--- src/rtl/uart_fifo_pkg.sv ---
// Shared types and constants for the buffered UART core.
package uart_fifo_pkg;

    localparam int MAX_DATA_W = 16;
    localparam int ERR_PARITY = 1;
    localparam int ERR_FRAME  = 0;

    typedef enum logic [2:0] {
        TX_IDLE, TX_START, TX_DATA, TX_PARITY, TX_STOP
    } tx_state_e;

    typedef enum logic [2:0] {
        RX_IDLE, RX_START, RX_DATA, RX_PARITY, RX_STOP
    } rx_state_e;

    typedef struct packed {
        logic [MAX_DATA_W-1:0] data;
        logic [1:0]            err;
    } rx_word_t;

    // A length of 0, or one wider than the datapath, means "full width".
    function automatic int eff_len(input int len, input int max_w);
        return (len == 0 || len > max_w) ? max_w : len;
    endfunction

endpackage

--- src/rtl/uart_fifo_core_if.sv ---
// Host-side valid/ready bundle for the UART TX and RX FIFOs.
interface uart_fifo_core_if #(parameter int DATA_W = 8);
    import uart_fifo_pkg::*;

    logic              tx_valid;
    logic              tx_ready;
    logic [DATA_W-1:0] tx_data;
    logic              rx_valid;
    logic              rx_ready;
    logic [DATA_W-1:0] rx_data;
    logic [1:0]        rx_err;

    modport master (
        output tx_valid, tx_data, rx_ready,
        input  tx_ready, rx_valid, rx_data, rx_err
    );

    modport slave (
        input  tx_valid, tx_data, rx_ready,
        output tx_ready, rx_valid, rx_data, rx_err
    );

endinterface

--- src/rtl/uart_sync_fifo.sv ---
// Show-ahead synchronous FIFO; full/empty come from the occupancy counter.
module uart_sync_fifo
    import uart_fifo_pkg::*;
#(
    parameter  int WIDTH = 8,
    parameter  int DEPTH = 16,
    localparam int PTR_W = $clog2(DEPTH),
    localparam int LVL_W = $clog2(DEPTH + 1)
) (
    input  logic             clk,
    input  logic             rst,
    input  logic             wr_valid,
    output logic             wr_ready,
    input  logic [WIDTH-1:0] wr_data,
    output logic             rd_valid,
    input  logic             rd_ready,
    output logic [WIDTH-1:0] rd_data,
    output logic [LVL_W-1:0] level
);

    logic [WIDTH-1:0] mem [DEPTH];
    logic [PTR_W-1:0] wr_ptr, rd_ptr;
    logic             push, pop;

    assign wr_ready = (level != LVL_W'(DEPTH));
    assign rd_valid = (level != '0);
    assign push     = wr_valid & wr_ready;
    assign pop      = rd_ready & rd_valid;
    assign rd_data  = mem[rd_ptr];

    always_ff @(posedge clk) begin
        if (push) mem[wr_ptr] <= wr_data;
    end

    always_ff @(posedge clk) begin
        if (rst) begin
            wr_ptr <= '0;
            rd_ptr <= '0;
            level  <= '0;
        end else begin
            if (push) wr_ptr <= wr_ptr + 1'b1;
            if (pop)  rd_ptr <= rd_ptr + 1'b1;
            if (push && !pop)      level <= level + 1'b1;
            else if (pop && !push) level <= level - 1'b1;
        end
    end

endmodule

--- src/rtl/uart_fifo_core.sv ---
// Buffered UART: shared baud tick, TX serialiser, mid-bit RX deserialiser.
// Optional UART_LOOPBACK_EN adds a loopback input that feeds txd into the RX path.
module uart_fifo_core
    import uart_fifo_pkg::*;
#(
    parameter  int DATA_W     = 8,
    parameter  int FIFO_DEPTH = 16,
    parameter  int OVERSAMPLE = 16,
    localparam int LEN_W      = $clog2(DATA_W + 1),
    localparam int LVL_W      = $clog2(FIFO_DEPTH + 1)
) (
    input  logic             clk,
    input  logic             rst,
    input  logic [15:0]      baud_div,
    input  logic [LEN_W-1:0] length,
    input  logic             parity_en,
    input  logic             parity_type,
    input  logic             stop2,
    uart_fifo_core_if.slave  host,
    output logic             rx_overrun,
    output logic [LVL_W-1:0] tx_level,
    output logic [LVL_W-1:0] rx_level,
    output logic             tx_busy,
    output logic             txd,
    input  logic             rxd
`ifdef UART_LOOPBACK_EN
    ,
    input  logic             loopback
`endif
);

    localparam int CNT_W = $clog2(OVERSAMPLE);

    logic [15:0]       baud_cnt;
    logic              tick;
    logic [LEN_W-1:0]  cfg_len;
    logic [DATA_W-1:0] len_mask;

    // >= keeps the counter from running the full 16-bit range if baud_div shrinks.
    assign tick     = (baud_cnt >= baud_div);
    assign cfg_len  = LEN_W'(eff_len(int'(length), DATA_W));
    assign len_mask = {DATA_W{1'b1}} >> (LEN_W'(DATA_W) - cfg_len);

    always_ff @(posedge clk) begin
        if (rst || tick) baud_cnt <= '0;
        else             baud_cnt <= baud_cnt + 1'b1;
    end

    // ---------------- TX ----------------
    tx_state_e         tx_state, tx_state_nx;
    logic [CNT_W-1:0]  tx_cnt;
    logic [LEN_W-1:0]  tx_bit, tx_len;
    logic [DATA_W-1:0] tx_sh, tx_f_data;
    logic              tx_par, tx_par_en, tx_stop2, tx_stop_idx;
    logic              tx_f_valid, tx_pop, tx_bit_end;

    uart_sync_fifo #(.WIDTH(DATA_W), .DEPTH(FIFO_DEPTH)) u_tx_fifo (
        .clk      (clk),
        .rst      (rst),
        .wr_valid (host.tx_valid),
        .wr_ready (host.tx_ready),
        .wr_data  (host.tx_data),
        .rd_valid (tx_f_valid),
        .rd_ready (tx_pop),
        .rd_data  (tx_f_data),
        .level    (tx_level)
    );

    assign tx_bit_end = tick && (tx_cnt == CNT_W'(OVERSAMPLE - 1));
    assign tx_busy    = (tx_state != TX_IDLE);

    always_ff @(posedge clk) begin
        if (rst) tx_state <= TX_IDLE;
        else     tx_state <= tx_state_nx;
    end

    always_comb begin
        tx_state_nx = tx_state;
        tx_pop      = 1'b0;
        txd         = 1'b1;
        case (tx_state)
            TX_IDLE: if (tick && tx_f_valid) begin
                tx_pop      = 1'b1;
                tx_state_nx = TX_START;
            end
            TX_START: begin
                txd = 1'b0;
                if (tx_bit_end) tx_state_nx = TX_DATA;
            end
            TX_DATA: begin
                txd = tx_sh[0];
                if (tx_bit_end && tx_bit == tx_len - 1'b1)
                    tx_state_nx = tx_par_en ? TX_PARITY : TX_STOP;
            end
            TX_PARITY: begin
                txd = tx_par;
                if (tx_bit_end) tx_state_nx = TX_STOP;
            end
            TX_STOP: begin
                // Chain straight into the next start bit when more data is queued.
                if (tx_bit_end && (!tx_stop2 || tx_stop_idx)) begin
                    tx_pop      = tx_f_valid;
                    tx_state_nx = tx_f_valid ? TX_START : TX_IDLE;
                end
            end
            default: tx_state_nx = TX_IDLE;
        endcase
    end

    always_ff @(posedge clk) begin
        if (rst) begin
            tx_cnt      <= '0;
            tx_bit      <= '0;
            tx_len      <= '0;
            tx_sh       <= '0;
            tx_par      <= 1'b0;
            tx_par_en   <= 1'b0;
            tx_stop2    <= 1'b0;
            tx_stop_idx <= 1'b0;
        end else if (tx_pop) begin
            tx_sh       <= tx_f_data & len_mask;
            tx_len      <= cfg_len;
            tx_par      <= ^(tx_f_data & len_mask) ^ parity_type;
            tx_par_en   <= parity_en;
            tx_stop2    <= stop2;
            tx_cnt      <= '0;
            tx_bit      <= '0;
            tx_stop_idx <= 1'b0;
        end else if (tick && tx_state != TX_IDLE) begin
            if (tx_bit_end) begin
                tx_cnt <= '0;
                if (tx_state == TX_DATA) begin
                    tx_sh  <= tx_sh >> 1;
                    tx_bit <= tx_bit + 1'b1;
                end
                if (tx_state == TX_STOP) tx_stop_idx <= 1'b1;
            end else begin
                tx_cnt <= tx_cnt + 1'b1;
            end
        end
    end

    // ---------------- RX ----------------
    logic              rx_in, rxs;
    logic [1:0]        rxd_pipe;
    rx_state_e         rx_state, rx_state_nx;
    logic [CNT_W-1:0]  rx_cnt;
    logic [LEN_W-1:0]  rx_bit, rx_len;
    logic [DATA_W-1:0] rx_sh;
    logic              rx_par_acc, rx_par_en, rx_ptype, rx_stop2, rx_stop_idx;
    logic              rx_perr, rx_ferr;
    logic              rx_sample, rx_start_det, rx_push, rx_f_wr_ready;
    logic [1:0]        rx_push_err;
    logic [DATA_W+1:0] rx_f_data;

`ifdef UART_LOOPBACK_EN
    assign rx_in = loopback ? txd : rxd;
`else
    assign rx_in = rxd;
`endif

    always_ff @(posedge clk) begin
        if (rst) rxd_pipe <= '1;
        else     rxd_pipe <= {rxd_pipe[0], rx_in};
    end
    assign rxs = rxd_pipe[1];

    // START waits half a bit to land mid-bit; every later sample is a full bit apart.
    assign rx_sample = tick && (rx_cnt == ((rx_state == RX_START) ?
                                CNT_W'(OVERSAMPLE / 2 - 1) : CNT_W'(OVERSAMPLE - 1)));
    assign rx_start_det = (rx_state == RX_IDLE) && tick && !rxs;

    always_ff @(posedge clk) begin
        if (rst) rx_state <= RX_IDLE;
        else     rx_state <= rx_state_nx;
    end

    always_comb begin
        rx_state_nx = rx_state;
        rx_push     = 1'b0;
        case (rx_state)
            RX_IDLE:   if (rx_start_det) rx_state_nx = RX_START;
            RX_START:  if (rx_sample) rx_state_nx = rxs ? RX_IDLE : RX_DATA;
            RX_DATA:   if (rx_sample && rx_bit == rx_len - 1'b1)
                           rx_state_nx = rx_par_en ? RX_PARITY : RX_STOP;
            RX_PARITY: if (rx_sample) rx_state_nx = RX_STOP;
            RX_STOP:   if (rx_sample && (!rx_stop2 || rx_stop_idx)) begin
                rx_push     = 1'b1;
                rx_state_nx = RX_IDLE;
            end
            default:   rx_state_nx = RX_IDLE;
        endcase
    end

    always_ff @(posedge clk) begin
        if (rst) begin
            rx_cnt      <= '0;
            rx_bit      <= '0;
            rx_len      <= '0;
            rx_sh       <= '0;
            rx_par_acc  <= 1'b0;
            rx_par_en   <= 1'b0;
            rx_ptype    <= 1'b0;
            rx_stop2    <= 1'b0;
            rx_stop_idx <= 1'b0;
            rx_perr     <= 1'b0;
            rx_ferr     <= 1'b0;
        end else if (rx_start_det) begin
            rx_len      <= cfg_len;
            rx_par_en   <= parity_en;
            rx_ptype    <= parity_type;
            rx_stop2    <= stop2;
            rx_cnt      <= '0;
            rx_bit      <= '0;
            rx_sh       <= '0;
            rx_par_acc  <= 1'b0;
            rx_stop_idx <= 1'b0;
            rx_perr     <= 1'b0;
            rx_ferr     <= 1'b0;
        end else if (tick && rx_state != RX_IDLE) begin
            if (rx_sample) begin
                rx_cnt <= '0;
                case (rx_state)
                    RX_DATA: begin
                        rx_sh      <= {rxs, rx_sh[DATA_W-1:1]};
                        rx_par_acc <= rx_par_acc ^ rxs;
                        rx_bit     <= rx_bit + 1'b1;
                    end
                    RX_PARITY: rx_perr <= (rxs != (rx_par_acc ^ rx_ptype));
                    RX_STOP: begin
                        if (!rxs) rx_ferr <= 1'b1;
                        rx_stop_idx <= 1'b1;
                    end
                    default: ;
                endcase
            end else begin
                rx_cnt <= rx_cnt + 1'b1;
            end
        end
    end

    // Frame error folds in the stop sample being taken in the push cycle.
    always_comb begin
        rx_push_err             = '0;
        rx_push_err[ERR_PARITY] = rx_perr;
        rx_push_err[ERR_FRAME]  = rx_ferr | ~rxs;
    end

    always_ff @(posedge clk) begin
        if (rst) rx_overrun <= 1'b0;
        else     rx_overrun <= rx_push & ~rx_f_wr_ready;
    end

    uart_sync_fifo #(.WIDTH(DATA_W + 2), .DEPTH(FIFO_DEPTH)) u_rx_fifo (
        .clk      (clk),
        .rst      (rst),
        .wr_valid (rx_push),
        .wr_ready (rx_f_wr_ready),
        .wr_data  ({rx_sh >> (LEN_W'(DATA_W) - rx_len), rx_push_err}),
        .rd_valid (host.rx_valid),
        .rd_ready (host.rx_ready),
        .rd_data  (rx_f_data),
        .level    (rx_level)
    );

    assign host.rx_data = rx_f_data[DATA_W+1:2];
    assign host.rx_err  = rx_f_data[1:0];

endmodule

--- src/flat_wrapper.sv ---
// flat-port wrapper written by rule: the top's interface ports become plain ports
module uart_fifo_core_flat import uart_fifo_pkg::*;
#(
    parameter  int DATA_W     = 8,
    parameter  int FIFO_DEPTH = 16,
    parameter  int OVERSAMPLE = 16,
    localparam int LEN_W      = $clog2(DATA_W + 1),
    localparam int LVL_W      = $clog2(FIFO_DEPTH + 1)
)
  (clk, rst, baud_div, length, parity_en, parity_type, stop2, rx_overrun, tx_level, rx_level, tx_busy, txd, rxd, host_tx_valid, host_tx_data, host_rx_ready, host_tx_ready, host_rx_valid, host_rx_data, host_rx_err);
  uart_fifo_core_if #(.DATA_W(DATA_W)) host_i ();
  input  logic clk;
  input  logic rst;
  input  logic [15:0] baud_div;
  input  logic [LEN_W-1:0] length;
  input  logic parity_en;
  input  logic parity_type;
  input  logic stop2;
  output logic rx_overrun;
  output logic [LVL_W-1:0] tx_level;
  output logic [LVL_W-1:0] rx_level;
  output logic tx_busy;
  output logic txd;
  input  logic rxd;
  input wire logic [$bits(host_i.tx_valid)-1:0] host_tx_valid;
  input wire logic [$bits(host_i.tx_data)-1:0] host_tx_data;
  input wire logic [$bits(host_i.rx_ready)-1:0] host_rx_ready;
  output wire logic [$bits(host_i.tx_ready)-1:0] host_tx_ready;
  output wire logic [$bits(host_i.rx_valid)-1:0] host_rx_valid;
  output wire logic [$bits(host_i.rx_data)-1:0] host_rx_data;
  output wire logic [$bits(host_i.rx_err)-1:0] host_rx_err;
  assign host_i.tx_valid = host_tx_valid;
  assign host_i.tx_data = host_tx_data;
  assign host_i.rx_ready = host_rx_ready;
  assign host_tx_ready = host_i.tx_ready;
  assign host_rx_valid = host_i.rx_valid;
  assign host_rx_data = host_i.rx_data;
  assign host_rx_err = host_i.rx_err;
  uart_fifo_core #(.DATA_W(DATA_W), .FIFO_DEPTH(FIFO_DEPTH), .OVERSAMPLE(OVERSAMPLE)) u_core (.clk(clk), .rst(rst), .baud_div(baud_div), .length(length), .parity_en(parity_en), .parity_type(parity_type), .stop2(stop2), .host(host_i), .rx_overrun(rx_overrun), .tx_level(tx_level), .rx_level(rx_level), .tx_busy(tx_busy), .txd(txd), .rxd(rxd));
endmodule
--- config.mk ---
export PLATFORM = sky130hd
export DESIGN_NAME = uart_fifo_core_flat
export DESIGN_NICKNAME = d
export VERILOG_FILES = /design/src/rtl/uart_fifo_pkg.sv /design/src/rtl/uart_fifo_core_if.sv /design/src/rtl/uart_sync_fifo.sv /design/src/rtl/uart_fifo_core.sv /design/src/flat_wrapper.sv
export SDC_FILE = /design/constraint.sdc
export NUM_CORES = 1
export LEC_CHECK = 0
export CORE_MARGIN = 2
export CORE_UTILIZATION = 30
export DETAILED_ROUTE_END_ITERATION = 12
export PLACE_DENSITY = 0.46
export REMOVE_ABC_BUFFERS = 1
export SYNTH_ARGS = -nofsm -noshare
export SYNTH_HDL_FRONTEND = slang
export SYNTH_SLANG_ARGS = --single-unit
--- constraint.sdc ---
create_clock -name clk -period 4.6 [get_ports clk]
set_input_delay 0.46 -clock clk [delete_from_list [all_inputs] [get_ports clk]]
set_output_delay 0.46 -clock clk [all_outputs]
set_load 0.005 [all_outputs]
==> flow_summary.toml <==
[cells_and_area]
layout.cells.non_filler = 1995
diodes = 0
multiInputGateArea_mm2 = 0.00566
utilization = 0.359
n_fill_cell = 5358
layout-drive-gt1-share = 0.150
fin_nets = 1297
syn_to_final_growth_pct = 17.5
seq_area_mm2 = 0.0109
final_area_mm2 = 0.0198

[synthesis]
synth_area_leaders = "edfxtp_1 (51%), dfxtp_1 (13%), mux4_2 (9.9%)"
synthCells = 1126
ys_warn_count = 0
synth_top_cell_by_area = "edfxtp_1"
ys_types = 59
synth_top_area_frac = 0.512
synth-edff-count = 288
ys_seq_elements = 398
avgSynthCellArea_um2 = 15.0
netlist_area_mm2 = 0.0169
seq_area_frac_synth = 0.643
ys_async_sr_fraction = 0
ys.flop_type = "edfxtp_1"

[hold_path]
min_path_type = "in2reg"

[timing]
max_slew.worst_pin.slew_ns = 1.06
slew_headroom = 0.289
hold_violations = 0
min_period_ns = 3.82
fin_skew_ns = 0.0173
finalMaxSlewViolations = 0
setup_viol = 0
fmax_ghz = 0.262
fin_crit_sh = 0.831
setup_tns_ns = 0
rsz0062_at_grt = "false"

[global_route]
overflow = 0
grt.total_usage = 0.132
grt_max_degree = 31
antenna_found_initial = 1
grt_pass1_wl_mm = 57.8
grt_pass1_vias = 9506

[critical_path]
worstReg2RegStart = "u_core.baud_cnt[0]"
path_max_fanout = 5
crit_path_cell_trace = "inv_1 -> ha_1 -> nand2b_1 -> a2111oi_0 -> o41ai_1 -> o21ai_2 -> a211oi_2 -> and2_1 -> ha_1 -> inv_1 -> ha_1 -> a21o_1 -> a21oi_1 -> xnor2_1 -> or3_1 -> a21oi_1"
critPathArrivalTime_ns = 4.32
critical_path.max_stage_delay_ns = 0.52
start_kind = "register"
slowest_stage = "a2111oi_0"
reg2reg_depth = 16
crit_start = "u_core.baud_cnt[0]"
end_kind = "register"
endpoint = "u_core.u_rx_fifo.level[4]"
r2r-end = "u_core.u_rx_fifo.level[4]"
cp.buffers_inverters = 2
cp_common_cell = "ha_1"
cp_top_family = "compound AO/OA/AOI/OAI gates"
r2r_slack_ns = 0.78
worst_ep_required_time_ns = 5.10
cp.depth = 16
critical_path_class = "reg2reg"

[power_and_ir_drop]
powerDensity_mw_per_mm2 = 382
seq_power_share = 0.514
combPwrFrac = 0.047
switchingPower_mw = 1.63
vdd_drop_max_mv = 0.306
p_total_mw = 7.57
power_leakage_nw = 6.65
p_sw_frac = 0.215
clkPwrFrac = 0.440
p_int_mw = 5.94

[floorplanning]
io_pins = 61
die_area_mm2 = 0.0582
die_y_um = 241
chipWidth_um = 241
start_util = 0.305
coreArea_mm2 = 0.0553
fp-row-count = 86

[cts]
clock_sinks = 398
cts_resized = 0
post_cts_buffers = 0
cts_buffers = 43
clock_path_buffers = 3
h-tree-depth = 2
cts_tree = "yes"
cts_hold_buf = 0
clk_latency_ns = 0.57
clk_pin_slew_worst_paths_ns = 0.06
clockRootBuffer = "clkbuf_16"

[place]
port_buffers = 60
hpwl_mm = 24.7
place_inst = 1917
place_congestion = 0.755
placed_area_mm2 = 0.0185

[detailed_routing]
viasPerCell = 4.64
wl_per_cell_um = 18.7
drtIter0Drc = 484
wl_mm = 37.3
drc = 0
drt.antenna.violating_nets = 0
vias = 9257
drtPass1Iterations = 4

[status]
status = "finished, final reports clean"

[flow_run]
drv_cap = 0
==> power groups by stage <==
| stage | combinational (mW) | sequential (mW) | clock (mW) |
|---|---|---|---|
| floorplan | 0.208 | 3.96 | 0 |
| global placement | 0.358 | 3.97 | 0 |
| detailed placement | 0.358 | 3.97 | 0 |
| CTS | 0.360 | 3.89 | 3.44 |
| global route | 0.394 | 3.89 | 3.58 |
| finish | 0.353 | 3.89 | 3.33 |
==> Yosys cell counts (all sizes together), types with 2 or more instances <==
library cell	count
a2bb2oi	2
mux2	2
nand4	9
fa	2
o32ai	2
a22oi	11
a211oi	9
a21o	9
a31oi	2
xor2	33
a41oi	2
nor2b	15
nor3	17
nand2	36
or3	3
and3	17
o21a	2
buf	15
a21boi	3
ha	45
dfxtp	110
nor4	2
mux4	86
and2	6
mux2i	40
clkbuf	35
o21ai	11
inv	46
xnor2	29
or2	6
or4	3
nand3b	3
edfxtp	288
o22ai	2
nand2b	14
nand3	21
nor2	132
a21oi	44
o2111ai	2
==> flip-flops by register name, indices dropped and copies added, names as in the netlist, 3 cells and up, named ones only <==
name	count
u_core.baud_cnt	16
u_core.rx_bit	4
u_core.rx_cnt	4
u_core.rx_len	4
u_core.rx_sh	8
u_core.rx_state	3
u_core.tx_bit	4
u_core.tx_cnt	4
u_core.tx_len	4
u_core.tx_sh	8
u_core.tx_state	3
u_core.u_rx_fifo.level	5
u_core.u_rx_fifo.mem	160
u_core.u_rx_fifo.rd_ptr	4
u_core.u_rx_fifo.wr_ptr	4
u_core.u_tx_fifo.level	5
u_core.u_tx_fifo.mem	128
u_core.u_tx_fifo.rd_ptr	4
u_core.u_tx_fifo.wr_ptr	4
==> layer usage <==
layer  GRT usage  vias to the layer above  share of wire
met1       0.173                     4665           0.46
met3      0.0229                       57          0.033
met5           0                        -              0
li1            -                     4413              -
met4      0.0440                        0          0.026
met2       0.220                      122           0.48
==> cells in the final DEF (no fill, tap or decap), drive strengths merged, types with 11 or more instances in the layout <==
cell and instances:
xnor2 29, nor3 17, mux4 86, and3 17
edfxtp 288, ha 45, nand3 21, buf 34
nor2 132, inv 49, clkdlybuf4s50 59, dfxtp 110
nand2b 14, a22oi 11, xor2 33, clkbuf 63
a21oi 44, nand2 36, o21ai 11, mux2i 40
nor2b 15
==> stage by stage <==
step	setup slack, ns	hold WS [ns]
after detailed placement	0.257	0.396
after global placement	0.300	0.397
after global routing	0.518	0.245
after floorplan	0.305	0.389
after CTS	0.689	0.230
final	0.778	0.249
==> how the worst min path moves through the flow <==
stage                             from                    endpoint  slack [ns]  cells after the start
floorplan           u_core.rxd_pipe[0]          u_core.rxd_pipe[1]        0.39                      1
global placement    u_core.rxd_pipe[0]          u_core.rxd_pipe[1]        0.40                      1
detailed placement  u_core.rxd_pipe[0]          u_core.rxd_pipe[1]        0.40                      1
CTS                                rst  u_core.u_tx_fifo.wr_ptr[3]        0.23                      2
global route                       rst  u_core.u_tx_fifo.wr_ptr[3]        0.25                      2
finish                             rst  u_core.u_tx_fifo.wr_ptr[2]        0.25                      2
==> final cells by class <==
class / count / area share
clock buffers: 63 / 0.0597
clock inverters: 15 / 0.00782
multi-input cells: 632 / 0.286
flip-flops and latches: 398 / 0.547
inverters: 46 / 0.00871
repair buffers: 93 / 0.0438
well taps: 748 / 0.0472
==> cells by family (layout without fill, tap and decap cells) <==
family,after synthesis,after routing,synth area share
DFF,398,398,0.643
AOI/OAI and AO/OA,107,107,0.0411
muxes,128,128,0.142
adders and majority gates,47,47,0.0357
and+or+nand+nor,287,287,0.0802
xor gates and xnor gates,63,63,0.0340
buffers and inverters,96,217,0.0235
Note: power is estimated with default switching activity, not from simulation.
